$ cat src/rtl/srv32_dbus_router.sv
// srv32 data-bus router: decodes addr[31:28] onto NSLV targets plus an internal error sink.
// Optional macro SRV32_DBUS_TIMEOUT_EN adds per-channel accept timeouts of TIMEOUT cycles.
module srv32_dbus_router #(
  parameter int unsigned         NSLV     = 2,
  parameter logic [NSLV*4-1:0]   SLV_BASE = {4'hC, 4'h0},
  parameter int unsigned         TIMEOUT  = 255
) (
  input  logic                 clk,
  input  logic                 resetb,
  input  logic                 m_wready,
  output logic                 m_wvalid,
  input  logic [31:0]          m_waddr,
  input  logic [31:0]          m_wdata,
  input  logic [3:0]           m_wstrb,
  input  logic                 m_rready,
  output logic                 m_rvalid,
  input  logic [31:0]          m_raddr,
  output logic                 m_rresp,
  output logic [31:0]          m_rdata,
  output logic [NSLV-1:0]      s_wready,
  input  logic [NSLV-1:0]      s_wvalid,
  output logic [31:0]          s_waddr,
  output logic [31:0]          s_wdata,
  output logic [3:0]           s_wstrb,
  output logic [NSLV-1:0]      s_rready,
  input  logic [NSLV-1:0]      s_rvalid,
  output logic [31:0]          s_raddr,
  input  logic [NSLV-1:0]      s_rresp,
  input  logic [NSLV*32-1:0]   s_rdata,
  input  logic                 err_clr,
  output logic                 bus_err,
  output logic [31:0]          err_addr,
  output logic                 err_wr
);

  // Select index NSLV denotes the internal error target.
  localparam logic [3:0] ErrSel = 4'(NSLV);

  if (NSLV < 1 || NSLV > 8 || TIMEOUT < 1) begin : g_param_check
    $error("srv32_dbus_router: NSLV must be 1..8 and TIMEOUT at least 1");
  end

  // Lowest index wins on overlapping bases.
  function automatic logic [3:0] decode(input logic [3:0] nib);
    logic [3:0] sel;
    sel = ErrSel;
    for (int i = int'(NSLV) - 1; i >= 0; i--) begin
      if (nib == SLV_BASE[4*i +: 4]) sel = 4'(i);
    end
    return sel;
  endfunction

  logic [3:0] w_wsel, w_rsel, w_rsel_eff;
  logic       w_wmapped, w_rmapped;
  logic       w_wtgt_acc, w_rtgt_acc;
  logic       w_wto, w_rto;
  logic       w_werr_acc, w_rerr_acc;
  logic       w_rd_acc;

  logic [3:0]  r_rd_sel;
  logic        r_bus_err;
  logic [31:0] r_err_addr;
  logic        r_err_wr;

  assign w_wsel    = decode(m_waddr[31:28]);
  assign w_rsel    = decode(m_raddr[31:28]);
  assign w_wmapped = (w_wsel != ErrSel);
  assign w_rmapped = (w_rsel != ErrSel);

  assign s_waddr = m_waddr;
  assign s_wdata = m_wdata;
  assign s_wstrb = m_wstrb;
  assign s_raddr = m_raddr;

  always_comb begin
    s_wready   = '0;
    s_rready   = '0;
    w_wtgt_acc = 1'b0;
    w_rtgt_acc = 1'b0;
    for (int unsigned i = 0; i < NSLV; i++) begin
      if (w_wsel == 4'(i)) begin
        s_wready[i] = m_wready;
        w_wtgt_acc  = s_wvalid[i];
      end
      if (w_rsel == 4'(i)) begin
        s_rready[i] = m_rready;
        w_rtgt_acc  = s_rvalid[i];
      end
    end
  end

`ifdef SRV32_DBUS_TIMEOUT_EN
  localparam int unsigned CntW = (TIMEOUT < 2) ? 1 : $clog2(TIMEOUT + 1);

  logic [CntW-1:0] r_wcnt, r_rcnt;

  assign w_wto = m_wready & (r_wcnt == CntW'(TIMEOUT));
  assign w_rto = m_rready & (r_rcnt == CntW'(TIMEOUT));

  // Counters run only while a request waits; any accept or drop restarts them.
  always_ff @(posedge clk or negedge resetb) begin
    if (!resetb) begin
      r_wcnt <= '0;
      r_rcnt <= '0;
    end else begin
      r_wcnt <= (m_wready & ~m_wvalid) ? r_wcnt + CntW'(1) : '0;
      r_rcnt <= (m_rready & ~m_rvalid) ? r_rcnt + CntW'(1) : '0;
    end
  end
`else
  assign w_wto = 1'b0;
  assign w_rto = 1'b0;
`endif

  // A target accepting in the timeout cycle completes normally.
  assign m_wvalid   = w_wmapped ? (w_wtgt_acc | w_wto) : m_wready;
  assign m_rvalid   = w_rmapped ? (w_rtgt_acc | w_rto) : m_rready;
  assign w_werr_acc = m_wready & (~w_wmapped | (w_wto & ~w_wtgt_acc));
  assign w_rerr_acc = m_rready & (~w_rmapped | (w_rto & ~w_rtgt_acc));
  assign w_rsel_eff = w_rerr_acc ? ErrSel : w_rsel;
  assign w_rd_acc   = m_rready & m_rvalid;

  always_ff @(posedge clk or negedge resetb) begin
    if (!resetb) begin
      r_rd_sel <= '0;
    end else if (w_rd_acc) begin
      r_rd_sel <= w_rsel_eff;
    end
  end

  always_comb begin
    m_rdata = '0;
    m_rresp = 1'b0;
    for (int unsigned i = 0; i < NSLV; i++) begin
      if (r_rd_sel == 4'(i)) begin
        m_rdata = s_rdata[32*i +: 32];
        m_rresp = s_rresp[i];
      end
    end
  end

  // First error is kept until cleared; a new error in the clear cycle reloads the fields.
  always_ff @(posedge clk or negedge resetb) begin
    if (!resetb) begin
      r_bus_err  <= 1'b0;
      r_err_addr <= '0;
      r_err_wr   <= 1'b0;
    end else if (w_werr_acc | w_rerr_acc) begin
      r_bus_err <= 1'b1;
      if (!r_bus_err || err_clr) begin
        r_err_addr <= w_werr_acc ? m_waddr : m_raddr;
        r_err_wr   <= w_werr_acc;
      end
    end else if (err_clr) begin
      r_bus_err <= 1'b0;
    end
  end

  assign bus_err  = r_bus_err;
  assign err_addr = r_err_addr;
  assign err_wr   = r_err_wr;

endmodule

$ cat config.mk
export PLATFORM = sky130hd
export DESIGN_NAME = srv32_dbus_router
export DESIGN_NICKNAME = d
export VERILOG_FILES = /design/src/rtl/srv32_dbus_router.sv
export SDC_FILE = /design/constraint.sdc
export NUM_CORES = 1
export LEC_CHECK = 0
export ABC_AREA = 1
export CORE_AREA = 8 8 128 130
export CTS_CLUSTER_DIAMETER = 60
export DETAILED_ROUTE_END_ITERATION = 10
export DIE_AREA = 0 0 136 138
export GPL_TIMING_DRIVEN = 1
export HOLD_SLACK_MARGIN = 0.06
export PLACE_DENSITY_LB_ADDON = 0.05
export SYNTH_ARGS = -nofsm -noshare
export SYNTH_HDL_FRONTEND = slang
export SYNTH_SLANG_ARGS = --single-unit
$ cat constraint.sdc
create_clock -name clk -period 1.2 [get_ports clk]
set_input_delay 0.18 -clock clk [delete_from_list [all_inputs] [get_ports clk]]
set_output_delay 0.18 -clock clk [all_outputs]
set_load 0.02 [all_outputs]
Word-level counts from Yosys, hierarchy flattened
Cells that the tools add are included.

word-level totals
  bits in registers = 38

cells by class
  equality and inequality tests = 7
  muxes and demuxes = 22
  bitwise operators = 6
  reductions and logical operators = 9

operators by type and width
  kind                  count
  $mux W32              3
  $logic_not A4 Y1      5
  $mux W1               14
  $eq A4 B1 Y1 const B  3
  $mux W2               5
  $eq A4 B4 Y1 const B  2
  $ne A4 B2 Y1 const B  2
  $and A1 B1 Y1         3
  $not A1 Y1            2
  $reduce_and A2 Y1     1
  $reduce_bool A2 Y1    1
  $logic_not A1 Y1      1
  $logic_or A1 B1 Y1    1
  $or A1 B1 Y1          1

Longest topological paths before layout
  word-level depth = 8
  gate-level depth with buffers = 10
  mapped depth without buffers = 9

Worst setup path before layout
OpenSTA, ideal clock, no wires.

  path kind = register -> output
  from = reg r_rd_sel[0]
  to = out m_rdata[0]
  data arrival time = 1.472 ns
  path slack = -0.452 ns
  cell stages (with the launch flop) = 5
  path buffers = 2
  path through = dfrtp_1 > buf_2 > or2_2 > clkbuf_1 > o21ai_0

on the way
  word-level cells in the longest chain between the ends = 3
  elaborated cells between the ends (all ways) = 4

RTL lines
  item                    RTL line  source
  from (decl)             60        logic [3:0] r_rd_sel;
  from (signal assigned)  127       r_rd_sel <= w_rsel_eff;
  $logic_not A4 Y1        135       if (r_rd_sel == 4'(i)) begin
  $mux W32                135
  $mux W32 *              135
  to (decl)               19        output logic [31:0] m_rdata,

Every way passes the cells marked *; elsewhere a longest branch is shown, timed or not.

Worst setup path after layout
  from = reg r_rd_sel[0]
  to = out m_rresp

on the way
  word-level cells in the longest chain between the ends = 3
  elaborated cells between the ends (all ways) = 4

RTL lines
  item              RTL line  source
  $logic_not A4 Y1  135
  $mux W1           135
  $mux W1 *         135
  to (decl)         18        output logic m_rresp,

Marked as above.

==> out/metrics.csv <==
stage,metric,value,unit
pwr,internal_power,3.806,mW
timing,tns,-13100,ps
place,port_buffers,275,
global_route,antenna_found_initial,0,
pwr,p_sw,2.183,mW
clock_tree,clockBufferDepth,2,
pwr,seqPwrFrac,25.4,%
place,dp_hpwl,11.71,mm
cells_and_area,syn2layout_area_growth,117.3,%
pwr,total_leakage_power,3.479,nW
clock_tree,htreeDepth,2,
timing,worst_slack,-421.9,ps
pwr,switching_share,36.45,%
timing,setup_viol_count_final,38,
critical_path,critical_path.max_fanout,12,
clock_tree,cts_root_buf,clkbuf_16,
pwr,ir_drop,0.0005344,V
timing,min_period,1622,ps
job,max_cap_viol_count,0,
synthesis,ys_types,19,
clock_tree,clock_sinks,36,
critical_path,ff2ff_setup_slack,50,ps
synthesis,ys_seq_elements,36,
global_route,track_usage,15.50,%
die,dieWidth,136,um
die,num_rows,44,
pwr,combPwrFrac,52.1,%
critical_path,crit_chain,or2_4 -> buf_12 -> o21ai_2 -> buf_6,
place,gp_congestion,0.7871,
critical_path,start_kind,flop,
timing,slew_headroom,79.50,%
routing,dr_total_vias,3911,
routing,vias_per_cell,4.183,
global_route,grt_pass1_wl,23.20,mm
timing,report.final.slew_viol_count,0,
timing,worstMarginPinSlew,304.3,ps
synthesis,synth_area,3257,um2
routing,antenna_left,0,
place,post-place-cells,898,
global_route,grt_pass1_vias,4248,
cells_and_area,final_cells,935,
die,start_util,22.75,%
cells_and_area,post-route-util,49.44,%
timing,finClkSkew,2.548,ps
synthesis,synth_fp_nets,672,
clock_tree,numCtsBuffers,5,
critical_path,criticalPathCategory,flop to output port,
clock_tree,clk_pin_slew_worst_paths,60,ps
critical_path,end_kind,output port,
cells_and_area,drive_above_1_share,34.89,%
critical_path,slowest_delay,390,ps
critical_path,arrival,1440,ps
synthesis,netlist_instances,497,
routing,first_pass_iters,4,
cells_and_area,num-nets-final,925,
synthesis,syn_area_per_cell,6.553,um2
critical_path,cp_slowest_cell,dfrtp_1,
critical_path,cp.required,1020,ps
die,io-pin-count,348,
die,core_area,14310,um2
timing,finalCritPeriodShare,135.2,%
clock_tree,cts_tree,yes,
die,floorplan.die_area,18770,um2
worst_hold_path,min_path_type,input port to flop,
pwr,power_density,846.3,nW/um2
timing,hold_ws,258.0,ps
routing,drt_iter0_markers,76,
timing,hold_viol,0,
synthesis,yosys_warnings,0,
status,failed_checks,setup timing,
routing,drt_wl_total,15.37,mm
status,status,"finished, violations left",
synthesis,ys_seq_area_share,27.66,%
die,die_h,138,um
timing,rsz0062_at_grt,yes,
clock_tree,clock_latency,280,ps
global_route,grt_overflow_total,0,
pwr,clock_power_share,22.5,%
pwr,power.total,5.989,mW
cells_and_area,diodes,0,
routing,wire_per_inst,16.44,um
timing,max_freq,616.6,MHz
routing,route.detailed.drc,0,
global_route,grt_max_degree,37,
layer usage:
metal	part of all wire [%]	wire [um]	track usage, %
met1	37	5626	15.96
met2	51	7894	28.54
met3	11	1699	6.304
met4	0.98	150	3.123
met5	0	0	0
cell families after synthesis:
kind of cell | after synthesis | synth area share, %
compound gates | 70 | 10.87
buf+inv | 196 | 36.23
flops | 36 | 27.66
simple gates | 195 | 25.24
synth_stat cells:
cell | n | area (um2)
nor2_1 | 8 | 30.03
buf_6 | 7 | 78.83
nand2_2 | 4 | 25.02
nand3_1 | 38 | 190.2
nand3_2 | 1 | 10.01
nor2_2 | 1 | 6.260
clkbuf_1 | 8 | 30.03
nand2_1 | 140 | 525.5
buf_4 | 103 | 773.2
nor2_4 | 1 | 11.26
o21ai_1 | 30 | 150.1
dfrtp_1 | 36 | 900.9
o21ai_0 | 39 | 195.2
inv_1 | 73 | 274.0
a21oi_2 | 1 | 8.760
buf_1 | 1 | 3.750
nand3_4 | 1 | 17.52
or2_2 | 1 | 6.260
buf_2 | 4 | 20.02
state kept, by name, indices dropped and copies added, names as in the netlist:
register,flops
r_rd_sel,2
err_addr,32
bus_err,1
err_wr,1
placed cells by master (no fill, tap or decap), drive strengths merged:
cell type,count
nand2,144
buf,139
clkdlybuf4s50,128
inv,73
o21ai,69
clkdlybuf4s15,57
nand3,40
dfrtp,36
dlygate4sd2,29
clkbuf,21
nor2,10
or2,1
a21oi,1
clkinvlp,1
dlygate4sd3,1
dlymetal6s2s,1
power groups by stage:
stage | sequential [mW] | clock, mW | combinational [mW]
3_3_place_gp | 1.53 | 0 | 2.92
3_5_place_dp | 1.54 | 0 | 2.93
2_1_floorplan | 1.78 | 0 | 1.33
4_1_cts | 1.52 | 1.39 | 3.08
6_report | 1.52 | 1.35 | 3.12
5_1_grt | 1.55 | 1.46 | 3.35
final timing paths:
| kind | start | end | cells after the start |
|---|---|---|---|
| max | r_rd_sel[0] | m_rresp | 4 |
| min | m_waddr[28] | err_addr[28] | 5 |
| max reg2reg | bus_err | err_addr[15] | 8 |
| min reg2reg | err_addr[25] | err_addr[25] | 2 |
| max in group asynchronous | resetb | r_rd_sel[0] | 3 |
| min in group asynchronous | resetb | err_addr[18] | 3 |
area by class of cell:
cell class | instances | area (um2)
sequential | 36 | 900.9
clock inverter | 1 | 7.507
inverter | 73 | 274.0
fill | 1431 | 7237
clock buffer | 7 | 142.6
multi-input combinational | 265 | 1783
timing repair buffer | 369 | 3739
tap | 184 | 230.2
through the flow:
step | setup slack [ps] | area [um2]
floorplan | -127.7 | 3667
global placement | -925.3 | 6270
detailed placement | -979.7 | 6270
CTS | -441.5 | 6893
global route | -479.8 | 7077
finish | -421.9 | 7077
repair_timing:
action	in CTS	in global routing
cloned	7	2
setup endpoints to repair	171	121
buffers inserted	20	5
resized for setup	430	123
pin swaps	29	28
hold buffers	1	0
endpoints found under the hold margin	36	0
critical path, delay by kind of cell (launching register included):
family / cells / cell delay, ps
AOI/OAI and AO/OA: 1 / 140
DFF: 1 / 390
buffers and inverters: 2 / 320
and+or+nand+nor: 1 / 310
Power figures use the tool's default switching activity.
==> patch 1: new RTL, same flow settings <==
Change the parameter `NSLV` from 2 to 4.
--- a/src/rtl/srv32_dbus_router.sv
+++ b/src/rtl/srv32_dbus_router.sv
@@ -1,7 +1,7 @@
 // srv32 data-bus router: decodes addr[31:28] onto NSLV targets plus an internal error sink.
 // Optional macro SRV32_DBUS_TIMEOUT_EN adds per-channel accept timeouts of TIMEOUT cycles.
 module srv32_dbus_router #(
-  parameter int unsigned         NSLV     = 2,
+  parameter int unsigned         NSLV     = 4,
   parameter logic [NSLV*4-1:0]   SLV_BASE = {4'hC, 4'h0},
   parameter int unsigned         TIMEOUT  = 255
 ) (
Interface: changed (6 resized); port bits go from 348 to 422. No check against the original RTL was run, so the function may have changed too.
==> patch 1 against the original RTL <==
The flow still finishes with violations (setup timing). Count of clock-buffer cells in the layout stayed put. Sequential cell count unchanged. Cell count increased by 1.4%. Total power is 1.2% higher. Design area grew 2.1%. Sequential share of layout area down 0.26 points. Register-to-register slack got worse by 140 ps. Setup slack better by 14 ps. Area after synthesis up 3.3%. Routed wire length up 8.0%. Largest cell class unchanged.
==> patch 1: results (changes against the original RTL) <==
[sta]
worst_clock_skew_ps=5.710  ; +3.162 ps
timing.final.ws_setup_ps=-408.3  ; +13.60 ps
finalSetupViolCount=61  ; +61%

[global_routing]
grt_pass1_vias=4132  ; -2.7%
grt_max_degree=37  ; unchanged
grt_pass1_wl_mm=24.32  ; +4.8%
grt_usage=0.1665  ; +0.01147

[detailed_routing]
routed_wirelength_mm=16.60  ; +8.0%
first_iter_violations=88  ; +16%
drtPass1Iterations=4  ; unchanged
via_count=3965  ; +1.4%

[placed_design]
gp_congestion=0.7879  ; +0.10%
dp_slack_ps=-751.0  ; +228.7 ps
dpl.hpwl_mm=12.72  ; +8.6%
io_buffer_count=275  ; unchanged

[setup_path]
rr_startpoint=bus_err
cp-endpoint=m_rdata[30]
reg2reg_depth=9  ; +1
cp_max_fo=18  ; +6
crit_start=r_rd_sel[2]
rrSetupSlack_ps=-90  ; -140 ps
worstReg2RegEnd=err_addr[11]

[clocking]
cts.clk_slew.worst_paths_ps=60  ; about the same
h-tree-depth=2  ; unchanged
cts_buffers=5  ; unchanged

[pwr]
cellLeakagePower_uw=0.003625  ; +4.2%
ir_drop_mv=0.4963  ; -7.1%
seqPwrFrac=0.257  ; +0.003
sw_frac_of_total=0.3726  ; +0.008115

[worst_hold_path]
hp-class=primary input to flip-flop
hp-start=m_raddr[30]

[finish]
fill_cells=1425  ; -0.42%
drive_gt1_frac=0.3927  ; +0.04380
largest_reg_flops=32  ; unchanged
nets=1008  ; +9.0%
diodes=0  ; unchanged

[synthesis]
synth_area_leaders=dfrtp_1 (27%), buf_4 (25%), nand2_1 (14%)
synth-edff-count=0  ; unchanged
synthXorXnorAreaFrac=0  ; unchanged
synth_compound_area_frac=0.1131  ; +0.004332
yosysSeqAreaShare=0.2678  ; -0.008846
ys_top_cells_by_count=nand2_1 (126), buf_4 (110), inv_1 (71), nand3_1 (40)
synth_async_sr_flop_share=1.000  ; unchanged
synthAdderAreaFrac=0  ; unchanged
synth_cell_type_count=24  ; +5
synth.mux.area_fraction=0  ; unchanged
synth_ff_type=dfrtp_1
yosysWarnings=0  ; unchanged

[run_status]
status=complete, but fails checks
violations=setup timing

## patch 1: cell count changes after synthesis, moves of 3 or more
cell,change
nand2_2,+14
o21ai_0,-3
buf_4,+7
o21ai_2,+9
buf_6,-6
nand2_1,-14
o21ai_1,-9
## patch 1: worst min-delay path by stage
stage,endpoint,depth (start not counted),slack [ps]
global placement,err_addr[8],2,160
floorplan,bus_err,0,-120
detailed placement,err_addr[8],2,170
finish,err_addr[30],6,350
global route,s_wdata[23],0,360
CTS,err_addr[30],6,340
## patch 1: per-layer routing
| layer | GRT usage | up-vias | wire (um) |
|---|---|---|---|
| met5 | 0 | - | 0 |
| met4 | 0.04338 | 0 | 339 |
| met3 | 0.05326 | 16 | 1472 |
| li1 | - | 1956 | - |
| met1 | 0.1736 | 1808 | 5925 |
| met2 | 0.3098 | 185 | 8865 |
## patch 1: repair_timing
| item | CTS | global route |
|---|---|---|
| gates cloned | 6 | 3 |
| gates resized for setup | 430 | 119 |
| endpoints found under the hold margin | 36 | 0 |
| setup endpoints to repair | 170 | 123 |
| hold buffers | 1 | 0 |
| pin swaps | 19 | 23 |
| buffers inserted | 21 | 5 |
## patch 1: final cells by class
cell class,instances,share of cell area
sequential,36,0.1247
timing repair buffer,381,0.5256
multi-input combinational,267,0.2604
inverter,72,0.03792
clock inverter,1,0.001212
tap,184,0.03186
clock buffer,7,0.01835
## patch 1: through the flow
stage / instances / area, um^2 / util / hold WS, ps / TNS (ps)
2_1_floorplan: 502 / 3789 / - / -115.6 / -3411
3_3_place_gp: 908 / 6426 / 0.4490 / 159.7 / -63500
3_5_place_dp: 908 / 6426 / 0.4490 / 165.7 / -64850
4_1_cts: 943 / 6985 / 0.4880 / 336.7 / -14440
5_1_grt: 948 / 7227 / 0.5049 / 360.0 / -17530
6_report: 948 / 7227 / 0.5049 / 354.2 / -14240
## patch 1: cells by family (layout without fill, tap and decap cells)
| group | count (synthesis) | in the layout |
|---|---|---|
| buffers and inverters | 199 | 461 |
| and+or+nand+nor | 196 | 196 |
| AOI/OAI and AO/OA | 67 | 67 |
| DFF | 36 | 36 |
| other | 1 | 4 |
## patch 1: critical path, cell delays in order (launching register included)
cell     delay (ps)
dfrtp_1         390
or2_4           280
buf_12          190
o21ai_1         130
buf_4           150
## patch 1: power groups by stage
stage	Sequential [uW]	Combinational (uW)	Clock, uW
floorplan	1780	1380	0
global route	1590	3460	1370
CTS	1540	3140	1330
global placement	1550	2970	0
finish	1560	3230	1270
detailed placement	1560	2990	0
==> patch 2: new RTL, same flow settings <==
Without the edit above. Register the output `err_addr` once more, with the module's reset; this adds one clock of latency there. The other outputs are not delayed to match.
--- a/src/rtl/srv32_dbus_router.sv
+++ b/src/rtl/srv32_dbus_router.sv
@@ -157,7 +157,13 @@
   end
 
   assign bus_err  = r_bus_err;
-  assign err_addr = r_err_addr;
+  always_ff @(posedge clk or negedge resetb) begin
+    if (!resetb) begin
+      err_addr <= '0;
+    end else begin
+      err_addr <= r_err_addr;
+    end
+  end
   assign err_wr   = r_err_wr;
 
 endmodule
Check against the original RTL: not equivalent (a bounded check fails within 4 cycles, from zero or initial values and one cycle with resetb low).
==> patch 2 against the original RTL <==
The flow still finishes with violations (setup timing). Area after synthesis increased by 26%. Total power increased by 38%. Maximum frequency decreased by 2.2%. Design area increased by 6.8%. Critical path type unchanged. Clock power increased by 87%. Highest routed layer unchanged. Sequential cell count increased by 32. Routed wire length increased by 5.7%. Largest cell class unchanged. Largest power group unchanged. Setup slack got worse by 37 ps. Critical endpoint is now m_rdata[0]. Cell count increased by 2.8%.
==> patch 2: results (changes against the original RTL) <==
[run_status]
status=complete, but fails checks
violations=setup timing

[synthesis]
syn_nets=704  ; +4.8%
ys_top_cells_by_count=nand2_1 (129), buf_4 (103), inv_1 (73), dfrtp_1 (68), o21ai_0 (39)
yosysSeqAreaShare=0.4153  ; +0.1387
synth_compound_area_frac=0.08824  ; -0.02048
synth_area_leaders=dfrtp_1 (42%), buf_4 (19%), nand2_1 (12%)
synth_cell_type_count=18  ; -1
synth.avg_cell_area_um2=7.746  ; +18%

[clocking]
cts_buffers=9  ; +4
clk_latency_ps=330  ; +50 ps
h-tree-depth=3  ; +1

[pwr]
cellLeakagePower_uw=0.003760  ; +8.1%
ir_drop_mv=0.6004  ; +12%

[setup_path]
cp.arrival_ps=1480  ; +40 ps
rrSetupSlack_ps=80  ; +30 ps
critical-path-top-delay-family=flip-flops
worstReg2RegEnd=r_err_addr[10]
cp_max_fo=9  ; -3
rr_startpoint=bus_err

[placed_design]
dp_cells=927  ; +3.2%
gp_congestion=0.7674  ; -2.5%

[worst_hold_path]
hold-path-endpoint=r_rd_sel[0]
hp-start=m_raddr[29]
min_path_cells=6  ; +1

[detailed_routing]
first_iter_violations=137  ; +80%
via_count=4083  ; +4.4%
routed_wirelength_mm=16.25  ; +5.7%
vias_per_cell=4.249  ; +1.6%
drtPass1Iterations=5  ; +1

[finish]
drive_gt1_frac=0.3115  ; -0.03741
nets=947  ; +2.4%

[global_routing]
grt_pass1_wl_mm=23.43  ; +1.0%
grt_pass1_vias=4215  ; -0.78%
grt_usage=0.1587  ; +0.003689
grt_max_degree=40  ; +8.1%

[sta]
timing.final.ws_setup_ps=-459.2  ; -37.32 ps
worst_clock_skew_ps=4.616  ; +2.068 ps
slew_headroom=0.7623  ; -0.03273
finalSetupViolCount=33  ; -13%

## patch 2: changes by cell type in the layout (fill, tap and decap cells not counted), sizes merged
cell	delta
dfrtp	+32
buf	-20
clkbuf	+18
clkdlybuf4s15	-11
dlygate4sd2	+5
inv	+3
clkdlybuf4s50	-2
clkinv	+1
clkinvlp	+1
dlymetal6s2s	-1
## patch 2: logic make-up (layout without fill, tap and decap cells)
logic type             Yosys count  count (layout)
AOI/OAI and AO/OA               70              70
and+or+nand+nor                195             195
buffers and inverters          196             444
DFF                             68              68
## patch 2: timing repair
item | 4_1_cts | 5_1_grt
resized for setup | 403 | 87
endpoints found under the hold margin | 22 | 0
cloned | 0 | 8
endpoints found under the setup margin | 173 | 117
pin swaps | 10 | 14
buffers inserted | 3 | 7
hold buffers | 1 | 0
## patch 2: report_power, final
part           internal, uW  switching, uW  total [uW]
clock network          1470           1050        2520
registers              2680            159        2840
logic                  1430           1500        2920
total                  5580           2700        8280
## patch 2: worst max-delay path by stage
stage / end / slack (ps) / cells after the start
6_report: m_rdata[0] / -460 / 4
5_1_grt: m_rresp / -530 / 4
4_1_cts: m_rdata[0] / -480 / 4
3_5_place_dp: m_rvalid / -900 / 7
3_3_place_gp: m_rvalid / -880 / 7
2_1_floorplan: m_rdata[0] / -140 / 4
## patch 2: area by class of cell
cell class | count | area (um^2)
clock buffer | 10 | 239.0
clock inverter | 6 | 46.29
fill | 1377 | 6755
inverter | 73 | 274.0
multi-input combinational | 265 | 1619
sequential | 68 | 1702
tap | 184 | 230.2
timing repair buffer | 355 | 3448
## patch 2: per-stage QoR
step	TNS, ps	area (um^2)	hold slack (ps)	power [uW]	setup slack, ps
after floorplan	-3830	4506	-115.6	4446	-140.4
after global placement	-61030	7083	112.6	5799	-882.2
after detailed placement	-62280	7083	118.2	5824	-899.6
after CTS	-15030	7340	287.3	8227	-477.8
after global routing	-16340	7559	283.6	8739	-529.6
final	-14460	7559	264.4	8277	-459.2
## patch 2: routing by layer
metal  track usage  wire length (um)
met4       0.06825               379
met5             0                 0
met2        0.2740              8046
met1        0.1634              6113
met3       0.06739              1710
## patch 2: worst register-to-register path, cell delays in order, from the launching register on
cell and delay, ps:
dfrtp_1 390, inv_2 70, nor2_4 40, a21oi_4 120, buf_4 160, clkbuf_16 170, nand2_1 60, nand2_1 50
